**config.mk**
```make
export PLATFORM = sky130hd
export DESIGN_NAME = imem_program_loader_flat
export DESIGN_NICKNAME = d
export VERILOG_FILES = /design/src/rtl/imem_program_loader_pkg.sv /design/src/rtl/imem_program_loader_if.sv /design/src/rtl/imem_program_loader.sv /design/src/flat_wrapper.sv
export SDC_FILE = /design/constraint.sdc
export NUM_CORES = 1
export LEC_CHECK = 0
export CORE_ASPECT_RATIO = 1.25
export CORE_UTILIZATION = 42
export CTS_BUF_LIST = sky130_fd_sc_hd__clkbuf_8
export DETAILED_ROUTE_END_ITERATION = 6
export PLACE_DENSITY = 0.81
export SLEW_MARGIN = 25
export SYNTH_ARGS = -nofsm -noshare
export SYNTH_HDL_FRONTEND = slang
export SYNTH_SLANG_ARGS = --single-unit
```
**constraint.sdc**
```tcl
create_clock -name clock -period 3.1 [get_ports clock]
set_input_delay 0.93 -clock clock [delete_from_list [all_inputs] [get_ports clock]]
set_output_delay 0.93 -clock clock [all_outputs]
set_load 0.02 [all_outputs]
```
**src/rtl/imem_program_loader_pkg.sv**
```systemverilog
// imem_program_loader_pkg: shared FSM state encoding and default bus widths for the program loader
package imem_program_loader_pkg;
  typedef enum logic [1:0] {IDLE = 2'd0, LOAD = 2'd1, HOLD = 2'd2, RUN = 2'd3} state_e;
  localparam int ADDR_W_DEF = 12;
  localparam int DATA_W_DEF = 32;
endpackage

```
**src/rtl/imem_program_loader_if.sv**
```systemverilog
// imem_program_loader_if: instruction stream in (in_data/in_valid/in_ready) and imem write port out (imem_wren/imem_addr/imem_data)
interface imem_program_loader_if #(
  parameter int ADDR_W = 12,
  parameter int DATA_W = 32
);
  logic [DATA_W-1:0] in_data;
  logic              in_valid;
  logic              in_ready;
  logic              imem_wren;
  logic [ADDR_W-1:0] imem_addr;
  logic [DATA_W-1:0] imem_data;
  modport master (output in_data, in_valid, input in_ready, imem_wren, imem_addr, imem_data);
  modport slave  (input in_data, in_valid, output in_ready, imem_wren, imem_addr, imem_data);
endinterface

```
**src/rtl/imem_program_loader.sv**
```systemverilog
// imem_program_loader: streams words into imem at consecutive addresses, holding the processor in reset until loaded
//   clock/reset: sync active-high; start/num_words: begin a load; bus: stream in + imem write port;
//   proc_reset/busy/done: load status; checksum: sum of accepted words; error: sticky oversize request
module imem_program_loader
  import imem_program_loader_pkg::*;
#(
  parameter int ADDR_W   = ADDR_W_DEF,
  parameter int DATA_W   = DATA_W_DEF,
  parameter int RST_HOLD = 2
) (
  input  logic                 clock,
  input  logic                 reset,
  input  logic                 start,
  input  logic [ADDR_W:0]      num_words,
  imem_program_loader_if.slave bus,
  output logic                 proc_reset,
  output logic                 busy,
  output logic                 done,
  output logic [31:0]          checksum,
  output logic                 error
);
  localparam logic [ADDR_W:0] DEPTH = {1'b1, {ADDR_W{1'b0}}};
  localparam int HW = $clog2(RST_HOLD + 1);
  state_e            state_q, state_d;
  logic [ADDR_W:0]   cnt_q, cnt_d, nw_q, nw_d;
  logic [HW-1:0]     hold_q, hold_d;
  logic [31:0]       sum_q, sum_d;
  logic              err_q, err_d, wren_q, wren_d, xfer;
  logic [ADDR_W-1:0] addr_q, addr_d;
  logic [DATA_W-1:0] data_q, data_d;
  assign bus.in_ready  = state_q == LOAD;
  assign xfer          = bus.in_valid && bus.in_ready;
  assign bus.imem_wren = wren_q;
  assign bus.imem_addr = addr_q;
  assign bus.imem_data = data_q;
  assign proc_reset    = state_q != RUN;
  assign busy          = state_q == LOAD || state_q == HOLD;
  assign done          = state_q == RUN;
  assign checksum      = sum_q;
  assign error         = err_q;
  always_comb begin
    state_d = state_q;
    cnt_d   = cnt_q;
    nw_d    = nw_q;
    hold_d  = hold_q;
    sum_d   = sum_q;
    err_d   = err_q;
    wren_d  = xfer;
    addr_d  = xfer ? cnt_q[ADDR_W-1:0] : addr_q;
    data_d  = xfer ? bus.in_data : data_q;
    case (state_q)
      IDLE, RUN: if (start) begin
        if (num_words > DEPTH) err_d = 1'b1;
        else begin
          err_d   = 1'b0;
          sum_d   = '0;
          cnt_d   = '0;
          nw_d    = num_words;
          hold_d  = '0;
          state_d = num_words == '0 ? HOLD : LOAD;
        end
      end
      LOAD: if (xfer) begin
        sum_d   = sum_q + 32'(bus.in_data);
        cnt_d   = cnt_q + 1'b1;
        hold_d  = '0;
        state_d = cnt_q == nw_q - 1'b1 ? HOLD : LOAD;
      end
      // the HOLD entry cycle carries the final write; RST_HOLD more cycles follow before release
      HOLD: begin
        hold_d  = hold_q + 1'b1;
        state_d = hold_q == HW'(RST_HOLD) ? RUN : HOLD;
      end
    endcase
  end
  always_ff @(posedge clock) begin
    if (reset) begin
      state_q <= IDLE;
      cnt_q   <= '0;
      nw_q    <= '0;
      hold_q  <= '0;
      sum_q   <= '0;
      err_q   <= 1'b0;
      wren_q  <= 1'b0;
      addr_q  <= '0;
      data_q  <= '0;
    end else begin
      state_q <= state_d;
      cnt_q   <= cnt_d;
      nw_q    <= nw_d;
      hold_q  <= hold_d;
      sum_q   <= sum_d;
      err_q   <= err_d;
      wren_q  <= wren_d;
      addr_q  <= addr_d;
      data_q  <= data_d;
    end
  end
endmodule
```
**src/flat_wrapper.sv**
```systemverilog
// flat-port wrapper written by rule: the top's interface ports become plain ports
module imem_program_loader_flat import imem_program_loader_pkg::*;
#(
  parameter int ADDR_W   = ADDR_W_DEF,
  parameter int DATA_W   = DATA_W_DEF,
  parameter int RST_HOLD = 2
)
  (clock, reset, start, num_words, proc_reset, busy, done, checksum, error, bus_in_data, bus_in_valid, bus_in_ready, bus_imem_wren, bus_imem_addr, bus_imem_data);
  imem_program_loader_if #(.ADDR_W(ADDR_W), .DATA_W(DATA_W)) bus_i ();
  input  logic clock;
  input  logic reset;
  input  logic start;
  input  logic [ADDR_W:0] num_words;
  output logic proc_reset;
  output logic busy;
  output logic done;
  output logic [31:0] checksum;
  output logic error;
  input wire logic [$bits(bus_i.in_data)-1:0] bus_in_data;
  input wire logic [$bits(bus_i.in_valid)-1:0] bus_in_valid;
  output wire logic [$bits(bus_i.in_ready)-1:0] bus_in_ready;
  output wire logic [$bits(bus_i.imem_wren)-1:0] bus_imem_wren;
  output wire logic [$bits(bus_i.imem_addr)-1:0] bus_imem_addr;
  output wire logic [$bits(bus_i.imem_data)-1:0] bus_imem_data;
  assign bus_i.in_data = bus_in_data;
  assign bus_i.in_valid = bus_in_valid;
  assign bus_in_ready = bus_i.in_ready;
  assign bus_imem_wren = bus_i.imem_wren;
  assign bus_imem_addr = bus_i.imem_addr;
  assign bus_imem_data = bus_i.imem_data;
  imem_program_loader #(.ADDR_W(ADDR_W), .DATA_W(DATA_W), .RST_HOLD(RST_HOLD)) u_core (.clock(clock), .reset(reset), .start(start), .num_words(num_words), .bus(bus_i), .proc_reset(proc_reset), .busy(busy), .done(done), .checksum(checksum), .error(error));
endmodule
```
### Yosys cells after proc, flatten, opt, wreduce, memory -nomap -nowiden

Cells that the tools add are included.

* $add $sub $neg: 4
* order comparisons: 1
* equal/unequal tests: 9
* multiplexer cells: 20
* bitwise gates (word level): 1
* reductions and logical operators: 10

Operators with widths (count)
* 2-to-1 mux 32 bit: 3
* one-hot mux 32 bit (2 select lines): 1
* 2-to-1 mux 13 bit: 3
* adder 32 bit: 1
* one-hot mux 13 bit (2 select lines): 1
* 2-to-1 mux 2 bit: 8
* adder 13 x 1 -> 13 bit, second input constant: 1
* equality test 13 bit: 1
* > comparator 13 bit, second input constant: 1
* logical NOT 13 bit: 1
* subtractor 13 x 1 -> 13 bit, second input constant: 1
* one-hot mux 2 bit (3 select lines): 2
* inequality test 2 bit, second input constant: 4
* equality test 2 bit, second input constant: 3
* AND reduction 3 bit: 2
* AND reduction 4 bit: 1
* adder 2 x 1 -> 2 bit, second input constant: 1
* equality test 2 x 1 -> 1 bit, second input constant: 1
* logical NOT 2 bit: 1
* 2-to-1 mux 1 bit: 2
* AND reduction 2 bit: 1
* nonzero test 2 bit: 1
* OR reduction 2 bit: 1
* logical AND 1 bit: 1
* 2 further kinds: 2

* register bits after elaboration: 108
* input port bits: 49
* output and inout bits: 82
* logic and storage cells: 54

### Longest topological paths before layout

Gate-level depths: netlist of run 1.

* depth in word-level cells: 5
* gate-level depth with buffers: 11
* mapped depth without buffers: 11

### Worst setup path before layout of run 1

Ideal clock, no wire load.

* kind: input to register
* start point: in bus_in_data[15]
* end point: reg u_core.sum_q[30] (netlist: u_core.checksum[30])
* library setup time: 117 ps
* arrival: 2997 ps
* required time: 2983 ps
* slack: -15 ps
* stages on the path: 11
* path buffers: 1
* path through: ha_1 > buf_6 > a21o_1 > a21o_1 > a21o_1 > a2111o_1 > a21oi_2 > a21oi_2 > o211ai_1 > nand3_1 > a32o_1

* cells in the longest elaborated chain, start to end: 3

RTL lines
* start, declared: RTL line flat_wrapper.sv:19 `input wire logic [$bits(bus_i.in_data)-1:0] bus_in_data;`
* adder 32 bit: RTL line imem_program_loader.sv:64 `sum_d = sum_q + 32'(bus.in_data);`
* 2-to-1 mux 32 bit: RTL line imem_program_loader.sv:63 `LOAD: if (xfer) begin`
* one-hot mux 32 bit (2 select lines): RTL line imem_program_loader.sv:51 `case (state_q)`
* end signal, assigned: RTL line imem_program_loader.sv:92 `sum_q <= sum_d;`
* end, declared: RTL line imem_program_loader.sv:27 `logic [31:0] sum_q, sum_d;`

No other way between the ends. The select of a mux whose other input is x is not followed.
A chain may end at the register's enable or synchronous reset.

### Worst setup path after layout of run 1

* start point: in bus_in_data[3]
* end point: reg u_core.sum_q[30] (netlist: u_core.checksum[30])

Same word-level chain as after synthesis.

==> results of run 1 <==
==> final timing paths <==
| path | end | slack (ps) | cells after the start |
|---|---|---|---|
| setup / recovery | u_core.checksum[30]$_SDFFE_PP0P_ | 70 | 10 |
| hold reg to reg | u_core.bus.imem_data[18]$_SDFFE_PP0P_ | 460 | 2 |
| setup reg to reg | u_core.checksum[28]$_SDFFE_PP0P_ | 310 | 12 |
| hold / removal | u_core.bus.imem_data[18]$_SDFFE_PP0P_ | 460 | 2 |
==> registers in the layout (all words and copies together), names as in the netlist <==
register              flops
u_core.bus.imem_addr     12
u_core.bus.imem_data     32
u_core.bus.imem_wren      1
u_core.checksum          32
u_core.cnt_q             13
u_core.error              1
u_core.hold_q             2
u_core.nw_q              13
u_core.state_q            2
==> cells by family (layout without fill, tap and decap cells) <==
logic type                 after synthesis  in the layout  synth area share (%)
AOI/OAI and AO/OA                      206            206                  21.9
buffers and inverters                   60            263                  4.20
other                                    0              1                     0
DFF                                    108            108                  36.5
adders and majority gates               38             38                  8.14
muxes                                    3              3                 0.527
xor gates and xnor gates                47             47                  6.94
and+or+nand+nor                        290            290                  21.8
==> cell type report <==
type	instances	area, um^2	share of cell area, %
clock inverters	7	121	1.42
multi-input cells	584	3800	44.3
flip-flops and latches	108	2160	25.2
inverters	22	82.6	0.963
clock buffers	9	124	1.44
well taps	175	219	2.55
repair buffers	225	2060	24.1
diodes	1	2.50	0.0292
==> worst max-delay path: stages <==
cell             delay [ps]
clkdlybuf4s50_1         470
ha_4                    330
a31oi_2                 100
o21ai_2                 170
a22oi_2                 100
o41a_1                  460
a21oi_2                 190
o211ai_1                130
a21o_1                  200
a32o_1                  240
==> cell usage after synthesis, types with 5 or more instances <==
master	count
inv_1	22
a31oi_1	10
nand2_1	156
nand4_1	9
nor2_1	60
o21ai_1	5
xnor2_1	16
o211ai_1	5
o21a_1	6
a211oi_1	6
a21oi_1	86
clkbuf_1	31
ha_1	37
o21ai_0	23
xor2_1	31
dfxtp_1	108
a22oi_1	10
nor3_1	10
o31ai_1	5
a21o_1	21
nand3_1	18
==> metal layers <==
metal  part of all wire, %  GRT usage, %  vias up
met3                   4.9          5.79       33
met4                   2.2          8.71        0
met5                     0             0        -
met1                    40          26.5     2933
met2                    53          44.1      138
li1                      -             -     3032
==> power groups by stage <==
stage	clock network [mW]	logic, mW	registers [mW]
final	1.07	1.87	1.64
after global routing	1.14	2.02	1.66
after CTS	1.08	1.82	1.63
after detailed placement	0	1.78	1.66
after global placement	0	1.75	1.65
after floorplan	0	0.900	1.75
==> placed cells by master, fill, tap and decap left out, drive strengths merged, types with 3 or more instances in the layout <==
cell	netlist	final
nand2	156	156
clkdlybuf4s50	0	114
dfxtp	108	108
buf	6	97
a21oi	89	89
nor2	60	60
ha	37	37
xor2	31	31
o21ai	29	29
inv	22	24
a21o	21	21
nand3	18	18
xnor2	16	16
nor3	11	11
dlymetal6s2s	0	10
a22oi	10	10
clkbuf	32	10
a31oi	10	10
nand4	9	9
nor4	7	7
o21a	6	6
a211oi	6	6
o31ai	6	6
o211ai	5	5
and4	4	4
nand2b	4	4
o21bai	4	4
nor3b	3	3
and3	3	3
or3	3	3
bufinv	0	3
dlygate4sd2	0	3
a221oi	3	3
and2	3	3
==> metrics by stage <==
stage | utilization [%] | cell area, um^2 | instances | hold slack [ps]
2_1_floorplan | - | 5930 | 752 | 465
3_3_place_gp | 57.7 | 7970 | 1106 | 441
3_5_place_dp | 57.7 | 7970 | 1106 | 447
4_1_cts | 60.4 | 8350 | 1124 | 460
5_1_grt | 62.1 | 8570 | 1130 | 481
6_report | 62.1 | 8570 | 1131 | 458
==> what timing repair did <==
item                                    4_1_cts  5_1_grt
pin swaps                                    16       27
resized for setup                            23       41
setup buffers                                 2        6
cloned                                        0        0
hold buffers                                  0        0
endpoints found under the setup margin       16       11
==> key figures, run 1 <==
Global route
  • Vias in the first global route: 5945
  • Largest net degree at the start of global routing: 46
  • Antenna violations before repair: 0
  • First-pass GRT wire length: 27700 um
  • GRT Residual Overflow: 0
  • Global Route Usage Sum: 24.0%

Synth
  • #FFs+latches synth: 108
  • Yosys top cell by area: dfxtp_1
  • Mean post-synth cell area: 7.89 um^2
  • Synth warnings: 0
  • Register area share after synthesis: 36.5%
  • Post-synth top flop: dfxtp_1
  • Post-synth ARST share: 0%
  • Post-Syn Area: 5930 um^2
  • Number of synthesized flops with an enable pin: 0
  • Area share of the largest cell type after synthesis: 36.5%
  • Distinct cell type count after synthesis: 61
  • Synth Net Count: 839
  • Post-Syn Instances: 752
  • Area contributors post-synth: dfxtp_1, nand2_1, ha_1

Power and ir drop
  • Post-layout power: 4.58 mW
  • Switching pwr: 1.67 mW
  • Clock Power Share: 23.4%
  • Leak pwr: 3.54 nW
  • Peak supply drop: 0.000306 V
  • Sw frac: 36.4%
  • Reg power frac: 35.8%
  • Power per cell area: 534 nW/um^2
  • Comb power frac: 40.8%
  • Pint: 2.91 mW

STA
  • Slew Limit Fails: 0
  • Final Hold Vio Count: 0
  • Least-Margin Pin Slew: 634 ps
  • Final worst slack: 68.4 ps
  • Slew Limit Headroom: 57.7%
  • Setup TNS Final: 0 ps
  • Highest Clock Rate: 330 MHz
  • Final worst-path cycle share: 97.8%
  • Tmin final: 3030 ps
  • Clock Skew: 15.9 ps
  • # setup viols final: 0

Critical path
  • Worst path arrival time: 3330 ps
  • Crit Path Class: in2reg
  • Crit. Startpoint: bus_in_data[3]
  • Worst setup SP type: input pin
  • Crit end category: flip-flop
  • Critical Path RT: 3400 ps
  • Crit Path Max Fanout: 5
  • Worst r2r src: u_core.checksum[0]$_SDFFE_PP0P_

Routing
  • Final wirelength: 18000 um
  • DR WL/cell: 15.9 um
  • DRT antenna net count: 0
  • DR vias: 6136
  • Vias/cell: 5.43
  • Drt pass-1 iters: 4
  • 1st-iter DRT viols: 347
  • DRC errors left: 0

Clocking
  • # clock sinks: 108
  • Clk buf depth: 2
  • Htree depth: 3
  • Clock Pin Slew Worst Setup and Hold Paths: 100 ps
  • Num CTS Buffers: 9
  • CTS tree: yes
  • Clk root buf: clkbuf_8
  • Worst-Skew Late Latency: 400 ps

Floorplanning
  • Core Box Area: 13800 um^2
  • IO Count: 131
  • Horiz. Die Dim: 108 um
  • DIE HEIGHT: 135 um
  • DIE AREA: 14600 um^2
  • Cell Rows: 48
  • Initial Util: 42.9%

Layout
  • Share of layout cells above drive strength 1: 17.1%
  • Nets: 1037
  • Number of filler cells placed in the layout: 1136
  • Area Growth Syn to Fin: 44.6%

Flow run
  • Total of max-cap violations: 0

Place
  • Port bufs: 130
  • Setup WS pre-CTS: -717 ps
  • Gpl congestion: 0.849
  • Hpwl dp: 12800 um

Min path
  • Worst Hold Class: reg2reg
  • Hold Crit Start: u_core.bus.imem_data[18]$_SDFFE_PP0P_

Run status
  • Status: finished, final reports clean
(Power assumes the default switching activity.)
==> run 2, diff against run 1 <==
--- a/config.mk
+++ b/config.mk
@@ -5,7 +5,9 @@
 export SDC_FILE = /design/constraint.sdc
 export NUM_CORES = 1
 export LEC_CHECK = 0
+export ABC_AREA = 0
 export CORE_ASPECT_RATIO = 1.25
+export CORE_MARGIN = 3
 export CORE_UTILIZATION = 42
 export CTS_BUF_LIST = sky130_fd_sc_hd__clkbuf_8
 export DETAILED_ROUTE_END_ITERATION = 6
==> key figures, run 2 (synthesis results as in run 1) <==
Run status
  • Status: finished, final reports clean (unchanged)

Critical path
  • Crit end category: flip-flop (unchanged)
  • Crit Path Max Fanout: 6 (was 5)
  • CP peak stage delay: 470 ps (about the same)
  • Crit Path Class: in2reg (unchanged)
  • Worst setup SP type: input pin (unchanged)
  • Critical Path RT: 3400 ps (about the same)
  • Critical path's most frequent cell: a21o_1
  • Slowest stage cell on the critical path: clkdlybuf4s50_1 (unchanged)
  • Worst path arrival time: 3340 ps (was 3330 ps)
  • CP Cell Sequence: clkdlybuf4s50_1, ha_4, a21o_1, a31oi_2, o21ai_2, a22oi_2, o41a_1, a21oi_2, o211ai_1, a21o_1, a32o_1 (was clkdlybuf4s50_1, ha_4, a31oi_2, o21ai_2, a22oi_2, o41a_1, a21oi_2, o211ai_1, a21o_1, a32o_1)
  • Critical path buffers and inverters: 1 (unchanged)
  • Family with the most delay on the worst path: compound AO/OA/AOI/OAI gates (unchanged)

Layout
  • Most frequent cells in the layout: nand2_1, clkdlybuf4s50_1, dfxtp_1 (unchanged)
  • Finished Layout Cells: 1119 (was 1131)
  • Share of layout cells above drive strength 1: 16.4% (was 17.1%)
  • Area Growth Syn to Fin: 43.4% (was 44.6%)
  • N_diodes: 0 (was 1)
  • Most common cell after layout, fill and taps aside: nand2_1 (unchanged)
  • Nets: 1031 (was 1037)
  • Final instance area: 8500 um^2 (was 8570 um^2)

STA
  • Final worst slack: 62.6 ps (was 68.4 ps)
  • Tmin final: 3040 ps (was 3030 ps)
  • Final worst-path cycle share: 98.0% (was 97.8%)
  • Slew Limit Fails: 0 (unchanged)
  • Clock Skew: 17.7 ps (was 15.9 ps)
  • Slew Limit Headroom: 55.3% (was 57.7%)
  • Hold_ws: 458 ps (about the same)
  • Highest Clock Rate: 329 MHz (was 330 MHz)
  • Least-Margin Pin Slew: 664 ps (was 634 ps)
  • # setup viols final: 0 (unchanged)
  • Final Hold Vio Count: 0 (unchanged)

Min path
  • Worst Hold Class: reg2reg (unchanged)

Floorplanning
  • Horiz. Die Dim: 112 um (was 108 um)
  • DIE AREA: 15600 um^2 (was 14600 um^2)
  • Core Box Area: 13500 um^2 (was 13800 um^2)
  • DIE HEIGHT: 139 um (was 135 um)
  • Initial Util: 43.8% (was 42.9%)
  • IO Count: 131 (unchanged)
  • Cell Rows: 47 (was 48)

Place
  • Hpwl dp: 12600 um (was 12800 um)
  • Placed Cells: 1097 (was 1106)
  • Gpl congestion: 0.871 (was 0.849)
  • Port bufs: 130 (unchanged)
  • Placed inst area: 7930 um^2 (was 7970 um^2)
  • Setup WS pre-CTS: -667 ps (was -717 ps)

Global route
  • Antenna violations before repair: 0 (unchanged)
  • Global Route Usage Sum: 21.7% (was 24.0%)
  • Largest net degree at the start of global routing: 43 (was 46)
  • First-pass GRT wire length: 28100 um (was 27700 um)
  • GRT Residual Overflow: 0 (unchanged)
  • Vias in the first global route: 5774 (was 5945)

Routing
  • DRC errors left: 0 (unchanged)
  • DRT antenna net count: 0 (unchanged)
  • Final wirelength: 17400 um (was 18000 um)
  • 1st-iter DRT viols: 291 (was 347)
  • DR vias: 6001 (was 6136)
  • Vias/cell: 5.36 (was 5.43)
  • DR WL/cell: 15.6 um (was 15.9 um)
  • Drt pass-1 iters: 4 (unchanged)

Flow run
  • Total of max-cap violations: 0 (unchanged)

Clocking
  • Post-CTS Hold Fix Bufs: 0 (unchanged)
  • Worst-Skew Late Latency: 400 ps (about the same)
  • CTS tree: yes (unchanged)
  • Clock Pin Slew Worst Setup and Hold Paths: 110 ps (was 100 ps)
  • Clk root buf: clkbuf_8 (unchanged)
  • Num CTS Buffers: 9 (unchanged)
  • Htree depth: 3 (unchanged)
  • # clock sinks: 108 (unchanged)
  • Clk buf depth: 2 (unchanged)

Power and ir drop
  • Power per cell area: 514 nW/um^2 (was 534 nW/um^2)
  • Leak pwr: 3.51 nW (was 3.54 nW)
  • Peak supply drop: 0.000260 V (was 0.000306 V)
  • Post-layout power: 4.37 mW (was 4.58 mW)
==> run 2: cell count changes in the layout (fill, tap and decap cells not counted), moves of 2 or more <==
| cell | before | now |
|---|---|---|
| buf_4 | 92 | 85 |
| clkinv_2 | 1 | 3 |
| dlymetal6s2s_1 | 10 | 12 |
| bufinv_16 | 3 | 1 |
| o31ai_2 | 3 | 1 |
| inv_6 | 2 | 0 |
| a21oi_4 | 0 | 2 |
==> run 2: metrics by stage <==
| step | util [%] | TNS [ps] |
|---|---|---|
| final | 62.9 | 0 |
| after global placement | 58.6 | -9890 |
| after CTS | 61.1 | 0 |
| after detailed placement | 58.6 | -10820 |
| after global routing | 62.9 | -80.2 |
| after floorplan | - | 0 |
==> run 2: path summary, 6_finish.rpt <==
kind / start / to / slack [ps] / cells after the start
worst max-delay path: bus_in_data[4] / u_core.checksum[30]$_SDFFE_PP0P_ / 60 / 11
worst min-delay path: u_core.bus.imem_addr[10]$_SDFFE_PP0P_ / u_core.bus.imem_addr[10]$_SDFFE_PP0P_ / 460 / 2
worst max register to register: u_core.nw_q[0]$_SDFFE_PP0P_ / u_core.state_q[0]$_SDFFE_PP0P_ / 290 / 11
worst min register to register: u_core.bus.imem_addr[10]$_SDFFE_PP0P_ / u_core.bus.imem_addr[10]$_SDFFE_PP0P_ / 460 / 2
==> run 2: area by class of cell <==
| class | count | area, um^2 |
|---|---|---|
| clock buffer | 9 | 124 |
| tap | 171 | 214 |
| clock inverter | 6 | 65.1 |
| timing repair buffer | 219 | 2030 |
| inverter | 22 | 82.6 |
| multi-input combinational | 584 | 3820 |
| sequential | 108 | 2160 |
| fill | 1124 | 5020 |
==> run 2: where the power goes <==
part	leakage, nW	total [mW]	internal [mW]	switching, mW
combinational	2.54	1.86	0.851	1.01
sequential	0.874	1.63	1.52	0.117
clock	0.101	0.874	0.372	0.502
==> run 2: routing by layer <==
metal  vias up  global-route usage (%)  share of wire, %
met2       127                    39.0                52
li1       3021                       -                 -
met5         -                       0                 0
met1      2827                    25.0                41
met4         0                    6.33               1.6
met3        26                    5.85               5.3
==> run 2: what timing repair did <==
item / 4_1_cts / 5_1_grt
buffers inserted: 3 / 4
pin swaps: 19 / 29
gates resized for setup: 21 / 37
setup endpoints to repair: 15 / 14
gates cloned: 0 / 0
==> run 2: worst min-delay path: cells and delay by family, from the launching register on <==
kind | cells | cell delay (ps)
flops | 1 | 320
compound gates | 1 | 50
simple gates | 1 | 50
